--- src/rtl/greenhouse_pkg.sv ---
// Shared definitions for the greenhouse clock-setting path: time_adjust step codes,
// the button-lock FSM states and the press-priority helpers.
package greenhouse_pkg;

    localparam logic [2:0] ADJ_NONE      = 3'd0;
    localparam logic [2:0] ADJ_MIN_UP    = 3'd1;
    localparam logic [2:0] ADJ_MIN_DOWN  = 3'd2;
    localparam logic [2:0] ADJ_HOUR_UP   = 3'd3;
    localparam logic [2:0] ADJ_HOUR_DOWN = 3'd4;

    typedef enum logic [1:0] {
        ST_IDLE   = 2'd0,
        ST_HOLD   = 2'd1,
        ST_REPEAT = 2'd2
    } adj_state_t;

    // Button index order is min_up, min_down, hour_up, hour_down; lowest index wins.
    function automatic logic [1:0] press_winner(input logic [3:0] press);
        logic [1:0] idx;
        if (press[0])      idx = 2'd0;
        else if (press[1]) idx = 2'd1;
        else if (press[2]) idx = 2'd2;
        else               idx = 2'd3;
        return idx;
    endfunction

    function automatic logic [2:0] btn_code(input logic [1:0] idx);
        logic [2:0] code;
        case (idx)
            2'd0:    code = ADJ_MIN_UP;
            2'd1:    code = ADJ_MIN_DOWN;
            2'd2:    code = ADJ_HOUR_UP;
            default: code = ADJ_HOUR_DOWN;
        endcase
        return code;
    endfunction

endpackage

--- src/rtl/btn_debounce.sv ---
// Two-flop synchroniser plus counting debouncer: one raw asynchronous button in,
// one clean level out after DEBOUNCE_CYCLES consecutive disagreeing samples.
module btn_debounce #(
    parameter int unsigned DEBOUNCE_CYCLES = 500_000,
    parameter int unsigned CNT_W           = $clog2(DEBOUNCE_CYCLES) + 1
) (
    input  logic clk,
    input  logic rst_n,
    input  logic btn_raw,
    output logic level
);

    localparam logic [CNT_W-1:0] CNT_LAST = CNT_W'(DEBOUNCE_CYCLES - 1);

    logic             sync_1;
    logic             sync_2;
    logic [CNT_W-1:0] cnt;

    always_ff @(posedge clk or negedge rst_n) begin
        if (!rst_n) begin
            sync_1 <= 1'b0;
            sync_2 <= 1'b0;
            level  <= 1'b0;
            cnt    <= '0;
        end else begin
            sync_1 <= btn_raw;
            sync_2 <= sync_1;
            if (sync_2 == level) begin
                cnt <= '0;
            end else if (cnt == CNT_LAST) begin
                level <= ~level;
                cnt   <= '0;
            end else if (cnt != '1) begin
                cnt <= cnt + 1'b1;
            end
        end
    end

endmodule

--- src/rtl/time_adjust_ctrl.sv ---
// Front-panel button conditioner producing single-cycle time_adjust step codes.
// Define TIME_ADJUST_REPEAT_EN to build the hold-to-repeat timer.
module time_adjust_ctrl
    import greenhouse_pkg::*;
#(
    parameter int unsigned CLK_HZ          = 50_000_000,
    parameter int unsigned DEBOUNCE_CYCLES = CLK_HZ / 100,
    parameter int unsigned REPEAT_DELAY    = CLK_HZ / 2,
    parameter int unsigned REPEAT_PERIOD   = CLK_HZ / 4
) (
    input  logic       clk,
    input  logic       rst_n,
    input  logic       btn_min_up,
    input  logic       btn_min_down,
    input  logic       btn_hour_up,
    input  logic       btn_hour_down,
    output logic [2:0] time_adjust,
    output logic       adj_active
);

    localparam int unsigned CNT_MAX_A = (DEBOUNCE_CYCLES > REPEAT_DELAY) ? DEBOUNCE_CYCLES : REPEAT_DELAY;
    localparam int unsigned CNT_MAX   = (CNT_MAX_A > REPEAT_PERIOD) ? CNT_MAX_A : REPEAT_PERIOD;
    localparam int unsigned CNT_W     = $clog2(CNT_MAX) + 1;

    logic [3:0] btn_raw;
    logic [3:0] level;
    logic [3:0] level_q;
    logic [3:0] press;
    logic [3:0] rel;
    logic [1:0] lock_idx;
    adj_state_t state;

    assign btn_raw = {btn_hour_down, btn_hour_up, btn_min_down, btn_min_up};
    assign press   = level & ~level_q;
    assign rel     = ~level & level_q;

    for (genvar i = 0; i < 4; i++) begin : g_btn
        btn_debounce #(
            .DEBOUNCE_CYCLES(DEBOUNCE_CYCLES),
            .CNT_W          (CNT_W)
        ) u_debounce (
            .clk    (clk),
            .rst_n  (rst_n),
            .btn_raw(btn_raw[i]),
            .level  (level[i])
        );
    end

`ifdef TIME_ADJUST_REPEAT_EN
    localparam logic [CNT_W-1:0] DELAY_LAST  = CNT_W'(REPEAT_DELAY);
    localparam logic [CNT_W-1:0] PERIOD_LAST = CNT_W'(REPEAT_PERIOD);
    // Counts cycles since the last emitted pulse; loaded with 1 on each pulse.
    logic [CNT_W-1:0] rpt_cnt;
`endif

    always_ff @(posedge clk or negedge rst_n) begin
        if (!rst_n) begin
            state       <= ST_IDLE;
            level_q     <= '0;
            lock_idx    <= 2'd0;
            time_adjust <= ADJ_NONE;
            adj_active  <= 1'b0;
`ifdef TIME_ADJUST_REPEAT_EN
            rpt_cnt     <= '0;
`endif
        end else begin
            level_q     <= level;
            time_adjust <= ADJ_NONE;
            case (state)
                ST_IDLE: begin
                    if (|press) begin
                        lock_idx    <= press_winner(press);
                        time_adjust <= btn_code(press_winner(press));
                        adj_active  <= 1'b1;
                        state       <= ST_HOLD;
`ifdef TIME_ADJUST_REPEAT_EN
                        rpt_cnt     <= CNT_W'(1);
`endif
                    end
                end
                ST_HOLD: begin
                    if (rel[lock_idx]) begin
                        adj_active <= 1'b0;
                        state      <= ST_IDLE;
                    end
`ifdef TIME_ADJUST_REPEAT_EN
                    else if (rpt_cnt == DELAY_LAST) begin
                        time_adjust <= btn_code(lock_idx);
                        rpt_cnt     <= CNT_W'(1);
                        state       <= ST_REPEAT;
                    end else if (rpt_cnt != '1) begin
                        rpt_cnt <= rpt_cnt + 1'b1;
                    end
`endif
                end
`ifdef TIME_ADJUST_REPEAT_EN
                ST_REPEAT: begin
                    if (rel[lock_idx]) begin
                        adj_active <= 1'b0;
                        state      <= ST_IDLE;
                    end else if (rpt_cnt == PERIOD_LAST) begin
                        time_adjust <= btn_code(lock_idx);
                        rpt_cnt     <= CNT_W'(1);
                    end else if (rpt_cnt != '1) begin
                        rpt_cnt <= rpt_cnt + 1'b1;
                    end
                end
`endif
                default: begin
                    adj_active <= 1'b0;
                    state      <= ST_IDLE;
                end
            endcase
        end
    end

endmodule

--- config.mk ---
export PLATFORM = sky130hd
export DESIGN_NAME = time_adjust_ctrl
export DESIGN_NICKNAME = d
export VERILOG_FILES = /design/src/rtl/greenhouse_pkg.sv /design/src/rtl/btn_debounce.sv /design/src/rtl/time_adjust_ctrl.sv
export SDC_FILE = /design/constraint.sdc
export NUM_CORES = 1
export LEC_CHECK = 0
export BUFFER_PORTS_ARGS = -buffer_cell sky130_fd_sc_hd__buf_2
export CORE_MARGIN = 2
export CORE_UTILIZATION = 30
export CTS_CLUSTER_DIAMETER = 40
export DETAILED_ROUTE_END_ITERATION = 8
export SYNTH_ARGS = -nofsm -noshare
export SYNTH_HDL_FRONTEND = slang
export SYNTH_SLANG_ARGS = --single-unit
--- constraint.sdc ---
create_clock -name clk -period 2.8 [get_ports clk]
set_clock_uncertainty 0.2 [all_clocks]
set_input_delay 0.14 -clock clk [delete_from_list [all_inputs] [get_ports clk]]
set_output_delay 0.14 -clock clk [all_outputs]
set_load 0.005 [all_outputs]
==> results of run 1 <==
kinds of logic after synthesis:
family	synth area share
simple gates	0.2361
compound gates	0.1116
flops	0.4857
xor+xnor	0.1147
buf+inv	0.03045
mux	0.01176
fa+ha+maj	0.009638
power by group:
| group | switching (mW) | internal (mW) | total [mW] |
|---|---|---|---|
| Combinational | 0.0779 | 0.0378 | 0.116 |
| Sequential | 0.0221 | 1.84 | 1.86 |
| Clock | 0.820 | 1.54 | 2.36 |
stage by stage:
step	util	area (µm²)	worst slack (ns)	power (mW)	cells
finish	0.3608	7632	0.3480	4.344	991
global route	0.3608	7632	0.2050	4.509	991
CTS	0.3608	7632	0.3663	4.409	991
detailed placement	0.3281	6942	0.3647	2.010	954
global placement	0.3281	6942	0.4216	2.007	954
floorplan	-	6491	0.5793	1.941	670
how the worst max path moves through the flow:
| stage | startpoint | to | slack (ns) | cells past startpoint |
|---|---|---|---|---|
| finish | g_btn[2].u_debounce.cnt[0] | g_btn[2].u_debounce.cnt[2] | 0.35 | 6 |
| global route | g_btn[1].u_debounce.cnt[0] | g_btn[1].u_debounce.cnt[22] | 0.20 | 7 |
| CTS | g_btn[2].u_debounce.cnt[0] | g_btn[2].u_debounce.cnt[2] | 0.37 | 6 |
| detailed placement | g_btn[2].u_debounce.cnt[0] | g_btn[2].u_debounce.cnt[2] | 0.36 | 6 |
| global placement | g_btn[2].u_debounce.cnt[0] | g_btn[2].u_debounce.cnt[2] | 0.42 | 6 |
| floorplan | g_btn[1].u_debounce.cnt[22] | g_btn[1].u_debounce.level | 0.58 | 4 |
metal layers:
| layer | share of wire | vias to the layer above | GRT usage |
|---|---|---|---|
| met2 | 0.45 | 70 | 0.1932 |
| met3 | 0.029 | 17 | 0.02982 |
| met1 | 0.51 | 2375 | 0.1719 |
| met4 | 0.013 | 0 | 0.04766 |
| met5 | 0 | - | 0 |
| li1 | - | 2473 | - |
flip-flops by register name (all words and copies together) (netlist names):
| signal | count |
|---|---|
| g_btn.u_debounce.cnt | 104 |
| g_btn.u_debounce.level | 4 |
| g_btn.u_debounce.sync_1 | 4 |
| g_btn.u_debounce.sync_2 | 4 |
| level_q | 4 |
| time_adjust | 3 |
| lock_idx | 2 |
| adj_active | 1 |
area by class of cell:
| class | count | area [µm²] | area share |
|---|---|---|---|
| multi-input cells | 500 | 3146 | 0.4121 |
| repair buffers | 36 | 266.5 | 0.03492 |
| inverters | 22 | 82.58 | 0.01082 |
| clock inverters | 12 | 183.9 | 0.02410 |
| flip-flops and latches | 126 | 3153 | 0.4131 |
| well taps | 275 | 344.1 | 0.04508 |
| clock buffers | 20 | 456.7 | 0.05984 |
cell usage after synthesis (all sizes together):
library cell,number,area (µm²)
a2111oi,2,17.52
a211oi,2,15.01
a21o,2,15.01
a21oi,14,70.07
a311oi,2,17.52
a31oi,11,68.82
and2,4,25.02
and3,12,76.33
and4,13,115.1
buf,6,55.05
clkbuf,16,60.06
dfrtp,126,3153
ha,5,62.56
inv,22,82.58
mux2,5,56.30
mux2i,2,20.02
nand2,39,146.4
nand2b,8,52.55
nand3,44,220.2
nand3b,2,15.01
nand4,28,193.9
nor2,49,183.9
nor2b,2,12.51
nor3,23,115.1
nor4,21,161.4
nor4b,2,17.52
nor4bb,1,10.01
o2111ai,1,8.760
o21ai,87,446.7
o311ai,1,8.760
o31ai,6,45.04
o41a,1,11.26
or2,6,37.54
or3,13,88.83
or4,5,41.29
or4b,2,20.02
xnor2,56,490.5
xor2,29,254.0
repair_timing:
action / CTS / global route
setup buffers: 0 / 0
hold buffers: 5 / 0
endpoints found under the hold margin: 71 / 0
==> impl_metrics.tcl, run 1 <==
set metrics [dict create \
    drc_errors 0 \
    initial_utilization 0.3069 \
    setup_viol 0 \
    synth_nets 681 \
    r2r-start "g_btn[2].u_debounce.cnt[0]" \
    routabilityCongestion 0.8597 \
    grt_pass1_wl_um 23010 \
    rsz0062_at_grt "no" \
    yosysSeqAreaShare 0.4857 \
    crit_required_ns 2.89 \
    max_freq_mhz 407.8 \
    mostFrequentLayoutCell "dfrtp_1" \
    core_um2 21150 \
    drv_slew 0 \
    n_fill_cell 2107 \
    vdd_drop_max_mv 0.5267 \
    drt-total-wl_um 13270 \
    whs_ns 0.08511 \
    synthCells 670 \
    routedWlPerCell_um 13.39 \
    gr-total-overflow 0 \
    first_global_vias 4762 \
    root_buffer "clkbuf_16" \
    start_kind "register" \
    hp-class "primary input to async pin" \
    ant_nets 0 \
    maxCapViolations 0 \
    cts.sinks 126 \
    r2r_end "g_btn[2].u_debounce.cnt[2]" \
    cp.arrival_ns 2.54 \
    antenna_found_initial 0 \
    critPathBufInv 0 \
    critical_path_class "register to register" \
    rows 53 \
    ys_seq_elements 126 \
    crit_path_end_kind "register" \
    cpPeakStageDelay_ns 0.58 \
    syn_area_um2 6491 \
    area.growth.synth_to_final_pct 17.58 \
    cp_top_family "simple AND/OR/NAND/NOR gates" \
    hpwlAfterDp_um 9037 \
    final.min_clock_period_ns 2.452 \
    cts_tree "built" \
    grt_max_degree 71 \
    r2r_slack_ns 0.35 \
    drtIter0Drc 364 \
    cpMaxStageDelayCell "or4_1" \
    drt_pass1_iterations 5 \
    setup_tns_ns 0 \
    cts-buffers-inserted 17 \
    power.density_nw_per_um2 569.1 \
    die_h_um 151.1 \
    path_max_fanout 23 \
    grt_usage 0.1256 \
    final_cell_mix "126 x dfrtp_1, 78 x o21ai_0, 56 x xnor2_1" \
    p_leak_nw 3.029 \
    tightest_slew_ns 0.6836 \
    r2r_cells 6 \
    period_share 0.8757 \
    outcome "complete, no violations" \
    drive_gt1_frac 0.1215 \
    cts.htree.levels 4 \
    vias 4935 \
    cts_buffer_depth 2 \
    clk_latency_ns 0.41 \
    yosysWarnings 0 \
    clkTransAtPathRegs_ns 0.06 \
    die_w_um 151.1 \
    ioPinCount 10 \
    port_buffers 9 \
    slew_headroom 0.5400 \
    die_area_um2 22830 \
    path_cells "ha_1, nand4_1, or4_1, or3_4, nand2b_2, o21ai_0" \
    cts_resized 0 \
    synth_area_per_cell_um2 9.688 \
    synth_cell_types 49 \
    fin_nets 714 \
    via_per_inst 4.980 \
    hold_viol_final 0 \
    antenna_cells 0 \
]
(Power assumes the default switching activity.)
==> run 2: changes to the inputs <==
==> constraint.sdc (replaced) <==
create_clock -name clk -period 2.8 [get_ports clk]
set_clock_uncertainty 0.2 [all_clocks]
set_input_delay 0.56 -clock clk [delete_from_list [all_inputs] [get_ports clk]]
set_output_delay 0.56 -clock clk [all_outputs]
set_load 0.1 [all_outputs]
==> run 2 against run 1 <==
Routed wire length up 0.96%. Core utilization down 0.31 points. Design area down 0.87%. Highest routed layer unchanged. Hold slack worse by 0.034 ns. Critical path depth down 1. Largest cell class unchanged. Via count down 0.36%. Count of clock-buffer cells in the layout up 2. Power down 2.4%. Cell count down 0.50%. Worst setup slack better by 0.020 ns.
==> impl_metrics.tcl, run 2 (synthesized netlist as in run 1, its figures left out) <==
set metrics [dict create \
    area.growth.synth_to_final_pct 16.56 \
    hold_depth 1 \
    cts.sinks 126 \
    vdd_drop_max_mv 0.4822 \
    via_per_inst 4.987 \
    dp_slack_ns 0.3664 \
    tightest_slew_ns 0.7160 \
    hold_start "btn_min_down" \
    setup_viol 0 \
    rsz0062_at_grt "no" \
    antenna_cells 0 \
    holdBufCountCts 1 \
    min_to "g_btn[1].u_debounce.sync_1" \
    crit_path_end_kind "register" \
    drc_errors 0 \
    first_global_vias 4722 \
    top_register "g_btn.u_debounce.cnt" \
    cts_resized 0 \
    path_max_fanout 10 \
    gr-total-overflow 0 \
    maxCapViolations 0 \
    r2r_cells 5 \
    initial_utilization 0.3069 \
    hp-class "primary input to register" \
    cts_tree "built" \
    max_freq_mhz 411.2 \
    cts.htree.levels 4 \
    drt-total-wl_um 13400 \
    routabilityCongestion 0.8375 \
    drv_slew 0 \
    die_w_um 151.1 \
    fin_nets 711 \
    crit_required_ns 2.88 \
    outcome "complete, no violations" \
    grt_usage 0.1281 \
    postCtsSetupBuffers 0 \
    drt_pass1_iterations 4 \
    mostFrequentLayoutCell "dfrtp_1" \
    setup_tns_ns 0 \
    vias 4917 \
    antenna_found_initial 0 \
    drtIter0Drc 374 \
    final_cell_mix "126 x dfrtp_1, 78 x o21ai_0, 56 x xnor2_1" \
    largest_register_ffs 104 \
    power_mw 4.238 \
    start_kind "register" \
    power.density_nw_per_um2 560.1 \
    die_area_um2 22830 \
    cp.arrival_ns 2.51 \
    period_share 0.8685 \
    drive_gt1_frac 0.1167 \
    clk_latency_ns 0.42 \
    ant_nets 0 \
    hold_viol_final 0 \
    die_h_um 151.1 \
    r2r-start "g_btn[1].u_debounce.cnt[22]" \
    clkTransAtPathRegs_ns 0.05 \
    rows 53 \
    grt_pass1_wl_um 23380 \
    routedWlPerCell_um 13.59 \
    slew_headroom 0.5183 \
    r2r_end "g_btn[1].u_debounce.cnt[19]" \
    r2r_slack_ns 0.37 \
    critical_path_class "register to register" \
    ioPinCount 10 \
    hpwlAfterDp_um 9049 \
    cts-buffers-inserted 17 \
    fin_ws_ns 0.3682 \
    grt_max_degree 62 \
    p_leak_nw 3.007 \
    root_buffer "clkbuf_16" \
    core_um2 21150 \
    cts_buffer_depth 2 \
    port_buffers 9 \
    final.min_clock_period_ns 2.432 \
]
==> run 2: cell types whose count changed in the layout (fill, tap and decap cells not counted), moves of 2 or more <==
cell           delta
clkbuf_1          +3
clkinv_2          +3
clkinv_4          -3
clkinvlp_4        -2
dlygate4sd3_1     -4
inv_6             -2
==> run 2: power breakdown <==
group | internal, mW | switching, mW | leakage [nW]
Sequential | 1.84 | 0.0220 | 1.73
Combinational | 0.0360 | 0.0762 | 0.982
Clock | 1.50 | 0.766 | 0.294
Total | 3.37 | 0.864 | 3.01
==> run 2: critical path, stage by stage, from the launching register on <==
cell and delay [ns]:
dfrtp_1 0.41, or4b_1 0.53, or4_4 0.57, o21ai_4 0.27, buf_4 0.21, o21ai_0 0.12
==> run 2: worst max-delay path by stage <==
stage                                 from                           to  slack (ns)  depth (start not counted)
2_1_floorplan  g_btn[1].u_debounce.cnt[22]    g_btn[1].u_debounce.level        0.58                          4
3_3_place_gp    g_btn[1].u_debounce.cnt[0]   g_btn[1].u_debounce.cnt[1]        0.38                          8
3_5_place_dp    g_btn[2].u_debounce.cnt[0]   g_btn[2].u_debounce.cnt[0]        0.37                          6
4_1_cts         g_btn[1].u_debounce.cnt[0]   g_btn[1].u_debounce.cnt[0]        0.35                          8
5_1_grt         g_btn[0].u_debounce.cnt[0]  g_btn[0].u_debounce.cnt[25]        0.17                          6
6_report       g_btn[1].u_debounce.cnt[22]  g_btn[1].u_debounce.cnt[19]        0.37                          5
==> run 2: per-layer routing <==
metal / routed length (µm) / GRT usage
met4: 85 / 0.03551
met2: 6043 / 0.1882
met3: 477 / 0.03434
met5: 0 / 0
met1: 6792 / 0.1855
==> run 2: per-stage QoR <==
stage / std cells / hold WS [ns] / instance area [µm²] / utilization
floorplan: 670 / 0.06441 / 6491 / -
global placement: 955 / 0.1365 / 6962 / 0.3291
detailed placement: 955 / 0.1347 / 6962 / 0.3291
CTS: 986 / 0.02841 / 7566 / 0.3577
global route: 986 / 0.02661 / 7566 / 0.3577
finish: 986 / 0.05097 / 7566 / 0.3577
==> run 2: final cells by class <==
cell class | instances | area (µm²)
repair buffers | 33 | 246.5
flip-flops and latches | 126 | 3153
clock inverters | 8 | 140.1
well taps | 275 | 344.1
fillers | 2092 | 13590
clock buffers | 22 | 454.2
inverters | 22 | 82.58
multi-input cells | 500 | 3146
